File: config.mk
export PLATFORM = sky130hd
export DESIGN_NAME = addr_bus_arbiter_flat
export DESIGN_NICKNAME = d
export VERILOG_FILES = /design/src/rtl/addr_bus_arbiter_if.sv /design/src/rtl/addr_bus_arbiter.sv /design/src/flat_wrapper.sv
export SDC_FILE = /design/constraint.sdc
export NUM_CORES = 1
export LEC_CHECK = 0
export ABC_AREA = 1
export BUFFER_PORTS_ARGS = -buffer_cell sky130_fd_sc_hd__buf_2
export CAP_MARGIN = 5
export CELL_PAD_IN_SITES_DETAIL_PLACEMENT = 2
export CELL_PAD_IN_SITES_GLOBAL_PLACEMENT = 2
export CORE_MARGIN = 10
export CORE_UTILIZATION = 18
export CTS_BUF_LIST = sky130_fd_sc_hd__clkbuf_4 sky130_fd_sc_hd__clkbuf_8 sky130_fd_sc_hd__clkbuf_16
export DETAILED_ROUTE_END_ITERATION = 8
export PLACE_DENSITY_LB_ADDON = 0.3
export SKIP_CTS_REPAIR_TIMING = 1
export SYNTH_ARGS = -nofsm -noshare
export SYNTH_HDL_FRONTEND = slang
export SYNTH_SLANG_ARGS = --single-unit
File: constraint.sdc
create_clock -name clk -period 3.3 [get_ports clk]
set_input_delay 0.495 -clock clk [delete_from_list [all_inputs] [get_ports clk]]
set_output_delay 0.495 -clock clk [all_outputs]
set_load 0.05 [all_outputs]
File: src/rtl/addr_bus_arbiter_if.sv
// Bus bundle between the address-generation requesters and the arbiter.
// The master side is the requester/memory environment; the slave side is the arbiter.
interface addr_bus_arbiter_if #(
  parameter int WID = 16
);
  logic [3:0]     req;
  logic [WID-1:0] a;
  logic [WID-1:0] b;
  logic [WID-1:0] c;
  logic [WID-1:0] d;
  logic           mem_rdy;
  logic [3:0]     grant;
  logic [1:0]     sel;
  logic [WID-1:0] addr;
  logic           mem_en;
  logic           done;
  logic           err;

  modport master (
    output req, a, b, c, d, mem_rdy,
    input  grant, sel, addr, mem_en, done, err
  );

  modport slave (
    input  req, a, b, c, d, mem_rdy,
    output grant, sel, addr, mem_en, done, err
  );
endinterface

File: src/rtl/addr_bus_arbiter.sv
// Round-robin arbiter for the shared 16-bit memory address path.
// Four requesters compete for one 4:1 address mux; each grant lives until
// mem_rdy (done), the requester drops its request (abort), or TIMEOUT cycles
// pass without completion (err).
//
//   state | meaning
//   IDLE  | no grant; arbitrate among pending requests starting after r_last
//   BUSY  | one requester granted, mem_en high, timer counting toward timeout
module addr_bus_arbiter #(
  parameter int WID     = 16,
  parameter int TIMEOUT = 16
) (
  input  logic             clk,
  input  logic             reset,
  addr_bus_arbiter_if.slave bus
);

  localparam int TW = (TIMEOUT > 1) ? $clog2(TIMEOUT) : 1;
  localparam logic [TW-1:0] TIMER_LAST = TW'(TIMEOUT - 1);

  typedef enum logic {
    IDLE = 1'b0,
    BUSY = 1'b1
  } state_t;

  state_t         r_state;
  logic [3:0]     r_grant;
  logic [1:0]     r_sel;
  logic [1:0]     r_last;
  logic           r_mem_en;
  logic           r_done;
  logic           r_err;
  logic [TW-1:0]  r_timer;

  logic [1:0]     w_winner;
  logic [1:0]     w_cand;
  logic           w_any_req;
  logic [WID-1:0] w_addr;

  // Round-robin pick: scan last+4 down to last+1 so the nearest one after last wins.
  always_comb begin
    w_winner  = r_last;
    w_cand    = r_last;
    w_any_req = |bus.req;
    for (int i = 4; i >= 1; i--) begin
      w_cand = r_last + 2'(i);
      if (bus.req[w_cand]) begin
        w_winner = w_cand;
      end
    end
  end

  // Address mux follows sel with no latency; sel holds in IDLE so addr stays put.
  always_comb begin
    w_addr = bus.a;
    case (r_sel)
      2'd0:    w_addr = bus.a;
      2'd1:    w_addr = bus.b;
      2'd2:    w_addr = bus.c;
      default: w_addr = bus.d;
    endcase
  end

  // Arbitration FSM with registered grant, select, enable and status pulses.
  always_ff @(posedge clk) begin
    if (reset) begin
      r_state  <= IDLE;
      r_grant  <= 4'b0000;
      r_sel    <= 2'b00;
      r_last   <= 2'd3;
      r_mem_en <= 1'b0;
      r_done   <= 1'b0;
      r_err    <= 1'b0;
      r_timer  <= '0;
    end else begin
      r_done <= 1'b0;
      r_err  <= 1'b0;
      case (r_state)
        IDLE: begin
          if (w_any_req) begin
            r_grant  <= 4'b0001 << w_winner;
            r_sel    <= w_winner;
            r_mem_en <= 1'b1;
            r_timer  <= '0;
            r_state  <= BUSY;
          end
        end
        BUSY: begin
          // Completion outranks abort and timeout, so a late mem_rdy is still a success.
          if (bus.mem_rdy) begin
            r_done   <= 1'b1;
            r_grant  <= 4'b0000;
            r_mem_en <= 1'b0;
            r_last   <= r_sel;
            r_state  <= IDLE;
          end else if (!bus.req[r_sel]) begin
            r_grant  <= 4'b0000;
            r_mem_en <= 1'b0;
            r_last   <= r_sel;
            r_state  <= IDLE;
          end else if (r_timer == TIMER_LAST) begin
            r_err    <= 1'b1;
            r_grant  <= 4'b0000;
            r_mem_en <= 1'b0;
            r_last   <= r_sel;
            r_state  <= IDLE;
          end else begin
            r_timer <= r_timer + 1'b1;
          end
        end
        default: begin
          r_state <= IDLE;
        end
      endcase
    end
  end

  assign bus.grant  = r_grant;
  assign bus.sel    = r_sel;
  assign bus.addr   = w_addr;
  assign bus.mem_en = r_mem_en;
  assign bus.done   = r_done;
  assign bus.err    = r_err;

endmodule

File: src/flat_wrapper.sv
// flat-port wrapper written by rule: the top's interface ports become plain ports
module addr_bus_arbiter_flat 
#(
  parameter int WID     = 16,
  parameter int TIMEOUT = 16
)
  (clk, reset, bus_req, bus_a, bus_b, bus_c, bus_d, bus_mem_rdy, bus_grant, bus_sel, bus_addr, bus_mem_en, bus_done, bus_err);
  addr_bus_arbiter_if #(.WID(WID)) bus_i ();
  input  logic clk;
  input  logic reset;
  input wire logic [$bits(bus_i.req)-1:0] bus_req;
  input wire logic [$bits(bus_i.a)-1:0] bus_a;
  input wire logic [$bits(bus_i.b)-1:0] bus_b;
  input wire logic [$bits(bus_i.c)-1:0] bus_c;
  input wire logic [$bits(bus_i.d)-1:0] bus_d;
  input wire logic [$bits(bus_i.mem_rdy)-1:0] bus_mem_rdy;
  output wire logic [$bits(bus_i.grant)-1:0] bus_grant;
  output wire logic [$bits(bus_i.sel)-1:0] bus_sel;
  output wire logic [$bits(bus_i.addr)-1:0] bus_addr;
  output wire logic [$bits(bus_i.mem_en)-1:0] bus_mem_en;
  output wire logic [$bits(bus_i.done)-1:0] bus_done;
  output wire logic [$bits(bus_i.err)-1:0] bus_err;
  assign bus_i.req = bus_req;
  assign bus_i.a = bus_a;
  assign bus_i.b = bus_b;
  assign bus_i.c = bus_c;
  assign bus_i.d = bus_d;
  assign bus_i.mem_rdy = bus_mem_rdy;
  assign bus_grant = bus_i.grant;
  assign bus_sel = bus_i.sel;
  assign bus_addr = bus_i.addr;
  assign bus_mem_en = bus_i.mem_en;
  assign bus_done = bus_i.done;
  assign bus_err = bus_i.err;
  addr_bus_arbiter #(.WID(WID), .TIMEOUT(TIMEOUT)) u_core (.clk(clk), .reset(reset), .bus(bus_i));
endmodule
# ---- Yosys cells after proc, flatten, opt, wreduce, memory -nomap -nowiden
# Index checks and enable logic that the tools add are counted.
dict set report totals {
  regBits 16
  output_inout_bits 25
  in_bits 71
}
dict set report op_classes {
  order_cmp 4
  eq_ne 9
  shift 1
  n_mux 37
  n_reduce_logical 8
  n_addsub 4
  bitwise_logic 2
}
# cell count
set op_table {}
lappend op_table {{$pmux W16 S3} 1}
lappend op_table {{$mux W4} 8}
lappend op_table {{$pmux W4 S2} 2}
lappend op_table {{$mux W1} 14}
lappend op_table {{$lt A2 B3 Y1 const B} 4}
lappend op_table {{$mux W2} 6}
lappend op_table {{$bmux W1 S2} 4}
lappend op_table {{$reduce_or A4 Y1} 2}
lappend op_table {{$ne A2 B2 Y1 const B} 3}
lappend op_table {{$reduce_and A2 Y1} 3}
lappend op_table {{$add A2 B2 Y2 const B} 2}
lappend op_table {{$add A4 B1 Y4 const B} 1}
lappend op_table {{$eq A4 B4 Y1 const B} 1}
lappend op_table {{$ne A4 B4 Y1 const B} 1}
lappend op_table {{$pmux W1 S2} 2}
lappend op_table {{$reduce_and A4 Y1} 1}
lappend op_table {{$shl A1 B2 Y4 const A} 1}
lappend op_table {{$ne A3 B3 Y1 const B} 1}
lappend op_table {{$add A2 B1 Y2 const B} 1}
lappend op_table {{$eq A2 B1 Y1 const B} 1}
lappend op_table {{$eq A2 B2 Y1 const B} 1}
lappend op_table {{$logic_not A2 Y1} 1}
lappend op_table {{$ne A2 B1 Y1 const B} 1}
lappend op_table {{$not A1 Y1} 2}
lappend op_table {{$reduce_or A2 Y1} 1}

# ---- Depth between registers and ports, before layout
# Gate-level depths: netlist of run 1.
dict set report depth {
  depth_word 9
  mapped_depth 11
}

# ---- Worst setup path before layout of run 1
# Ideal clock, no wire load.
dict set report synth_timing {
  path_kind {register to output}
  start {register u_core.r_sel[0] (netlist: u_core.bus.sel[0])}
  end {output port bus_addr[10]}
  t_arrival_ns 1.863
  required_time_ns 2.805
  setup_slack_ns 0.942
  stages_incl_launch_ff 6
  path_cell_list {dfxtp_1 -> inv_1 -> nor2_2 -> clkbuf_1 -> nand2_1 -> nand4_1}
}
dict set report synth_via {
  elab_chain_cells 2
  elab_cells_between_ends 4
  classes_between {eq/ne (2); mux (1); reduce/logical (1)}
}
# item line_no
set synth_rtl {}
lappend synth_rtl {{start, declared} addr_bus_arbiter.sv:28} ;# logic [1:0] r_sel;
lappend synth_rtl {{start signal, assigned} addr_bus_arbiter.sv:82} ;# r_sel <= w_winner;
lappend synth_rtl {{$eq A2 B2 Y1 (tied with other cells)} addr_bus_arbiter.sv:56} ;# case (r_sel)
lappend synth_rtl {{$pmux W16 S3 (*)} addr_bus_arbiter.sv:56}
lappend synth_rtl {{end, declared} flat_wrapper.sv:19} ;# output wire logic [$bits(bus_i.addr)-1:0] bus_addr;
# Every way passes the cells marked *; elsewhere a longest branch is shown, timed or not.

# ---- Worst setup path after layout of run 1
dict set report layout_timing {
  start {register u_core.r_sel[0] (netlist: u_core.bus.sel[0])}
  end {output port bus_addr[8]}
}
# The elaborated chain is that of the path after synthesis.

==> results.ini, run 1 <==
[floorplan]
fp.dieW_um=103
die_area_um2=10500
chipHeight_um=103
initial_core_util_pct=18.3
core-area_um2=6720
rows=30
floorplan.io_pins=96

[logic_synthesis]
post_synthesis_mux_area_share_pct=0
post_synth_arst_share_pct=0
netlist-cell-type-count=20
proportion_of_netlist_area_held_by_the_largest_area_contributor_pct=35.2
ys_seq_area_share_pct=26.1
postSynthCellCount=222
yosys.area_share.simple_pct=54.3
synth-edff-count=0
synth_seq_cells=16
synthDominantAreaCellType=sky130_fd_sc_hd__nand2_1
synth_compound_gate_area_share_pct=9.28
synth_area_leaders=sky130_fd_sc_hd__nand2_1 (35%), sky130_fd_sc_hd__dfxtp_1 (26%), sky130_fd_sc_hd__nand4_1 (9.2%)
synth_adder_area_share_pct=1.02
netlist_area_before_placement_um2=1230
yosys_most_used_dff=sky130_fd_sc_hd__dfxtp_1
yosysWarnings=0
combinational_family_with_the_most_area_after_synthesis=simple AND/OR/NAND/NOR gates
total_nets_after_synthesis=294
synthesis.area_per_instance_um2=5.53
synth-xor-area-share_pct=0.714

[global_route]
grt_antenna_before_repair=1
overall_overflow_remaining_after_global_route=0
gr-usage-all-layers_pct=12.0
grt_pass1_vias=2023
grt_first_pass_wirelength_um=10100
maximum_number_of_pins_on_one_net_before_global_route_repair=18

[clocking]
cts-root-to-sink-buffers=2
clk_pin_slew_worst_paths_ps=60
latest_clock_arrival_within_the_worst_skew_pair_ps=250
cts-buffers-inserted=3
tritoncts_clock_tree=built
htree_num_levels=1
root_buffer=sky130_fd_sc_hd__clkbuf_8
clock_sinks=16

[placed_design]
port_buffers=95
place.gp.congestion=0.770
place_hpwl_um=5340

[power]
power.ir.vdd_worst_v=0.000158
static-leakage-power_nw=1.02
cellPowerDensity_nw_per_um2=549

[routing]
drt_wl_total_um=6220
routed_via_density=4.55
detail_route.wl_per_cell_um=15.7
antenna_violating_nets_left=0
drt_initial_violations=28
drc=0
dr_total_vias=1800
dr.pass1.iters=2

[worst_setup_path]
timing.critical_path.fanout_max=17
path_buf_inv=2
cp_top_family=simple AND/OR/NAND/NOR gates
critical-path-max-stage-delay_ps=590
crit_path_end_kind=output pin
worstSetupStartpointType=flip-flop
worst-endpoint-arrival_ps=1840
required_ps=2800
timing.setup.critical_path_class=reg2out
critical_path.slowest_cell=sky130_fd_sc_hd__nor2_2
timing.critical_path.cells=inv_1, nor2_2, nand2_1, nand4_1, buf_2

[sta]
period_needed_ps=2330
min_period_over_period_pct=70.6
timing.final.setup_violations=0
final_hold_viol_count=0
final_max_slew_viol_count=0
worstMarginPinSlew_ps=759
maxClockFrequency_mhz=429
timing.max_slew.rel_slack_pct=49.4
finClkSkew_ps=1.12
totalNegativeSetupSlack_ps=0
setup_repair_after_global_routing_missed_its_margin=false
post_route_hold_slack_ps=466

[finish]
antenna_cells=0
layout.nets=389
area_growth_pct=49.8
drive_gt1_share_pct=34.2
final.fill_count=888

[status]
outcome=complete, no violations

[worst_hold_path]
hold_class=reg2reg

[flow_run]
max_cap_viol_count=0

power by group:
group	switching (mW)	total (mW)	leakage (nW)	internal [mW]
Clock	0.0676	0.173	0.0288	0.106
Combinational	0.452	0.605	0.863	0.152
Sequential	0.0200	0.232	0.131	0.212
worst min-delay path: stages, from the launching register on:
cell and delay [ps]:
sky130_fd_sc_hd__dfxtp_1 310, sky130_fd_sc_hd__nand2_1 60, sky130_fd_sc_hd__a21oi_1 50
registers in the layout, summed over array words and instances, names as in the netlist:
signal             count
u_core.r_timer         4
u_core.bus.mem_en      1
u_core.r_last          2
u_core.r_state         1
u_core.bus.err         1
u_core.bus.sel         2
u_core.bus.done        1
u_core.bus.grant       4
cell usage after synthesis (2+ instances only):
master	count
sky130_fd_sc_hd__nor2_1	6
sky130_fd_sc_hd__clkbuf_1	5
sky130_fd_sc_hd__a21oi_1	12
sky130_fd_sc_hd__o21ai_0	5
sky130_fd_sc_hd__nand3_1	12
sky130_fd_sc_hd__nand2_2	2
sky130_fd_sc_hd__dfxtp_1	16
sky130_fd_sc_hd__nand2_1	115
sky130_fd_sc_hd__nand4_1	18
sky130_fd_sc_hd__nor2_2	2
sky130_fd_sc_hd__inv_1	20
metal layers:
layer	routed length, µm	part of all wire (%)	vias up	GRT usage [%]
met2	3300	53	52	22.8
met5	11	0.18	-	0
met4	30	0.48	2	1.30
li1	-	-	900	-
met3	613	9.9	4	5.50
met1	2260	36	842	12.0
kinds of logic after synthesis:
logic type | Yosys count
flops | 16
fa+ha+maj | 1
simple gates | 157
compound gates | 20
xor+xnor | 1
buf+inv | 27
metrics by stage:
step           total power, mW  util [%]  area, µm²  setup slack (ps)  instances
6_report                  1.01      27.4       1840               969        396
2_1_floorplan            0.668         -       1230               942        222
3_5_place_dp             0.854      26.6       1780              1180        392
4_1_cts                   1.03      27.4       1840               888        396
5_1_grt                   1.09      27.4       1840               730        396
3_3_place_gp             0.843      26.6       1780              1220        392
path summary, 6_finish.rpt:
path | cells after the start | start | slack [ps] | to
setup / recovery | 5 | u_core.bus.sel[0]$_SDFFE_PP0P_ | 970 | bus_addr[8]
hold / removal | 2 | u_core.bus.mem_en$_SDFFE_PP0P_ | 470 | u_core.bus.mem_en$_SDFFE_PP0P_
setup reg to reg | 9 | u_core.bus.sel[0]$_SDFFE_PP0P_ | 1410 | u_core.r_timer[1]$_SDFFE_PP0P_
hold reg to reg | 2 | u_core.bus.mem_en$_SDFFE_PP0P_ | 470 | u_core.bus.mem_en$_SDFFE_PP0P_
cells in the final DEF, fill, tap and decap left out:
cell                       instances
sky130_fd_sc_hd__a21oi_1          12
sky130_fd_sc_hd__a22oi_2           1
sky130_fd_sc_hd__buf_2            95
sky130_fd_sc_hd__buf_4             1
sky130_fd_sc_hd__clkbuf_8          4
sky130_fd_sc_hd__dfxtp_1          16
sky130_fd_sc_hd__ha_1              1
sky130_fd_sc_hd__inv_1            20
sky130_fd_sc_hd__inv_2             1
sky130_fd_sc_hd__nand2_1         115
sky130_fd_sc_hd__nand2_2           2
sky130_fd_sc_hd__nand3_1          12
sky130_fd_sc_hd__nand3_2           1
sky130_fd_sc_hd__nand4_1          18
sky130_fd_sc_hd__nor2_1            6
sky130_fd_sc_hd__nor2_2            2
sky130_fd_sc_hd__nor3_1            1
sky130_fd_sc_hd__o211ai_1          1
sky130_fd_sc_hd__o21ai_0           5
sky130_fd_sc_hd__o21ai_2           1
sky130_fd_sc_hd__xor2_1            1
cell type report:
| type | instances | area, µm² | area share, % |
|---|---|---|---|
| Multi-Input combinational cell | 179 | 802 | 43.6 |
| Timing Repair Buffer | 96 | 483 | 26.3 |
| Sequential cell | 16 | 320 | 17.4 |
| Tap cell | 80 | 100 | 5.44 |
| Inverter | 21 | 78.8 | 4.29 |
| Clock buffer | 4 | 55.1 | 2.99 |
Note: power is estimated with default switching activity, not from simulation.
==> run 2: changes to the inputs <==
CORE_UTILIZATION = 17   (was 18)
clock period = 2.15 ns   (was 3.3 ns; I/O delays follow)
==> results.ini, run 2 (same netlist as run 1, synthesis figures left out) <==
[floorplan]
core-area_um2=6910  ; +2.8%
fp.dieW_um=105  ; +2.3%
die_area_um2=11000  ; +4.7%
floorplan.io_pins=96  ; unchanged
chipHeight_um=105  ; +2.3%
initial_core_util_pct=17.8  ; -0.50 points
rows=30  ; unchanged

[power]
combinationalPowerShare_pct=60.2  ; +0.3 points
power_switching_share_pct=53.1  ; -0.35 points
internal_power_mw=0.730  ; +55%
power_frac_clock_pct=17.2  ; about the same
cellPowerDensity_nw_per_um2=827  ; +51%
switching_power_mw=0.826  ; +53%
static-leakage-power_nw=1.04  ; +1.5%
share_seq_of_total_power_pct=22.6  ; -0.3 points
power.ir.vdd_worst_v=0.000229  ; +45%

[routing]
detail_route.wl_per_cell_um=14.8  ; -5.5%
routed_via_density=4.33  ; -4.7%
dr_total_vias=1798  ; -0.11%
antenna_violating_nets_left=0  ; unchanged
dr.pass1.iters=4  ; +2
drt_wl_total_um=6160  ; -1.0%
drt_initial_violations=28  ; unchanged
drc=0  ; unchanged

[worst_setup_path]
worst_r2r_path_depth=10  ; +1
required_ps=1830  ; -970 ps
timing.setup.critical_path_class=reg2out
worstSetupStartpointType=flip-flop
critical_path.slowest_cell=sky130_fd_sc_hd__dfxtp_1
crit_path_end_kind=output pin
timing.critical_path.cells=nor2_2, buf_4, nand2_1, nand4_1, buf_2
worst-endpoint-arrival_ps=1640  ; -200 ps
timing.critical_path.fanout_max=11  ; -6
critical-path-max-stage-delay_ps=370  ; -220 ps

[finish]
antenna_cells=0  ; unchanged
postLayoutCellArea_um2=1880  ; +2.3%
area_growth_pct=53.3
drive_gt1_share_pct=34.8  ; +0.62 points
finish.utilization_pct=27.2  ; -0.13 points
most_common_cell_after_layout_fill_and_taps_aside=sky130_fd_sc_hd__nand2_1
mostFrequentLayoutCells=sky130_fd_sc_hd__nand2_1 (115), sky130_fd_sc_hd__buf_2 (95), sky130_fd_sc_hd__inv_1 (20), sky130_fd_sc_hd__nand4_1 (18), sky130_fd_sc_hd__dfxtp_1 (16)
layout.nets=392  ; +0.77%

[clocking]
cts-buffers-inserted=3  ; unchanged
clk_pin_slew_worst_paths_ps=60  ; about the same
tritoncts_clock_tree=built
latest_clock_arrival_within_the_worst_skew_pair_ps=250  ; about the same
cts-root-to-sink-buffers=2  ; unchanged
htree_num_levels=1  ; unchanged
root_buffer=sky130_fd_sc_hd__clkbuf_8
clock_sinks=16  ; unchanged

[placed_design]
place_hpwl_um=5350  ; +0.17%
dp_slack_ps=422  ; -755 ps
port_buffers=95  ; unchanged
place.gp.congestion=0.728  ; -5.6%
post_dp_cell_area_um2=1830  ; +2.4%

[sta]
min_period_over_period_pct=91.1
finClkSkew_ps=2.23  ; +1.11 ps
timing.max_slew.rel_slack_pct=77.3  ; +28 points
worstMarginPinSlew_ps=340  ; -419 ps
maxClockFrequency_mhz=511
timing.final.setup_violations=0  ; unchanged
setup_repair_after_global_routing_missed_its_margin=false
totalNegativeSetupSlack_ps=0  ; unchanged
final_hold_viol_count=0  ; unchanged
worst_slack_ps=191  ; -778 ps
post_route_hold_slack_ps=348  ; -118 ps
period_needed_ps=1960
final_max_slew_viol_count=0  ; unchanged

[global_route]
global_route.peak_usage_layer=met2
overall_overflow_remaining_after_global_route=0  ; unchanged
grt_first_pass_wirelength_um=10100  ; -0.27%
grt_antenna_before_repair=0  ; -1
globalRouteMet1Util_pct=10.7  ; -1.3 points
grt.met3_usage_pct=6.45  ; +0.95 points
gr-usage-all-layers_pct=10.8  ; -1.2 points
gr-usage-met2_pct=19.0  ; -3.8 points
grt_pass1_vias=2043  ; +0.99%
maximum_number_of_pins_on_one_net_before_global_route_repair=18  ; unchanged

[flow_run]
max_cap_viol_count=0  ; unchanged

[worst_hold_path]
hold_class=in2reg
hold_path_depth=3  ; +1

[status]
outcome=complete, no violations

run 2: worst paths after layout:
check | start | to | slack [ps]
min | bus_mem_rdy | u_core.bus.done$_SDFF_PP0_ | 350
max reg2reg | u_core.bus.sel[0]$_SDFFE_PP0P_ | u_core.r_timer[3]$_SDFFE_PP0P_ | 470
max | u_core.bus.sel[1]$_SDFFE_PP0P_ | bus_addr[2] | 190
min reg2reg | u_core.bus.grant[0]$_SDFFE_PP0P_ | u_core.bus.grant[0]$_SDFFE_PP0P_ | 470
run 2: critical path, delay by kind of cell (launching register included):
| kind | cells | cell delay (ps) |
|---|---|---|
| buf+inv | 2 | 530 |
| simple gates | 3 | 480 |
| flops | 1 | 370 |
run 2: per-stage QoR:
stage	std cells	total power, mW
global route	415	1.68
global placement	411	1.30
CTS	415	1.59
finish	415	1.56
floorplan	222	1.02
detailed placement	411	1.32
run 2: layout make-up:
cell class / count / area (µm²)
clock buffer: 4 / 55.1
fill: 928 / 5020
inverter: 21 / 78.8
multi-input combinational: 179 / 802
sequential: 16 / 320
tap: 96 / 120
timing repair buffer: 99 / 505
run 2: layer usage:
layer	part of all wire, %	vias up
met3	13	4
met2	49	61
li1	-	906
met4	1.1	0
met1	37	827
met5	0	-
run 2: power by group through the flow:
stage	clock network, mW	logic [mW]	registers, mW
CTS	0.279	0.960	0.352
detailed placement	0	0.957	0.359
global placement	0	0.942	0.357
global route	0.292	1.03	0.358
finish	0.268	0.936	0.351
floorplan	0	0.603	0.421
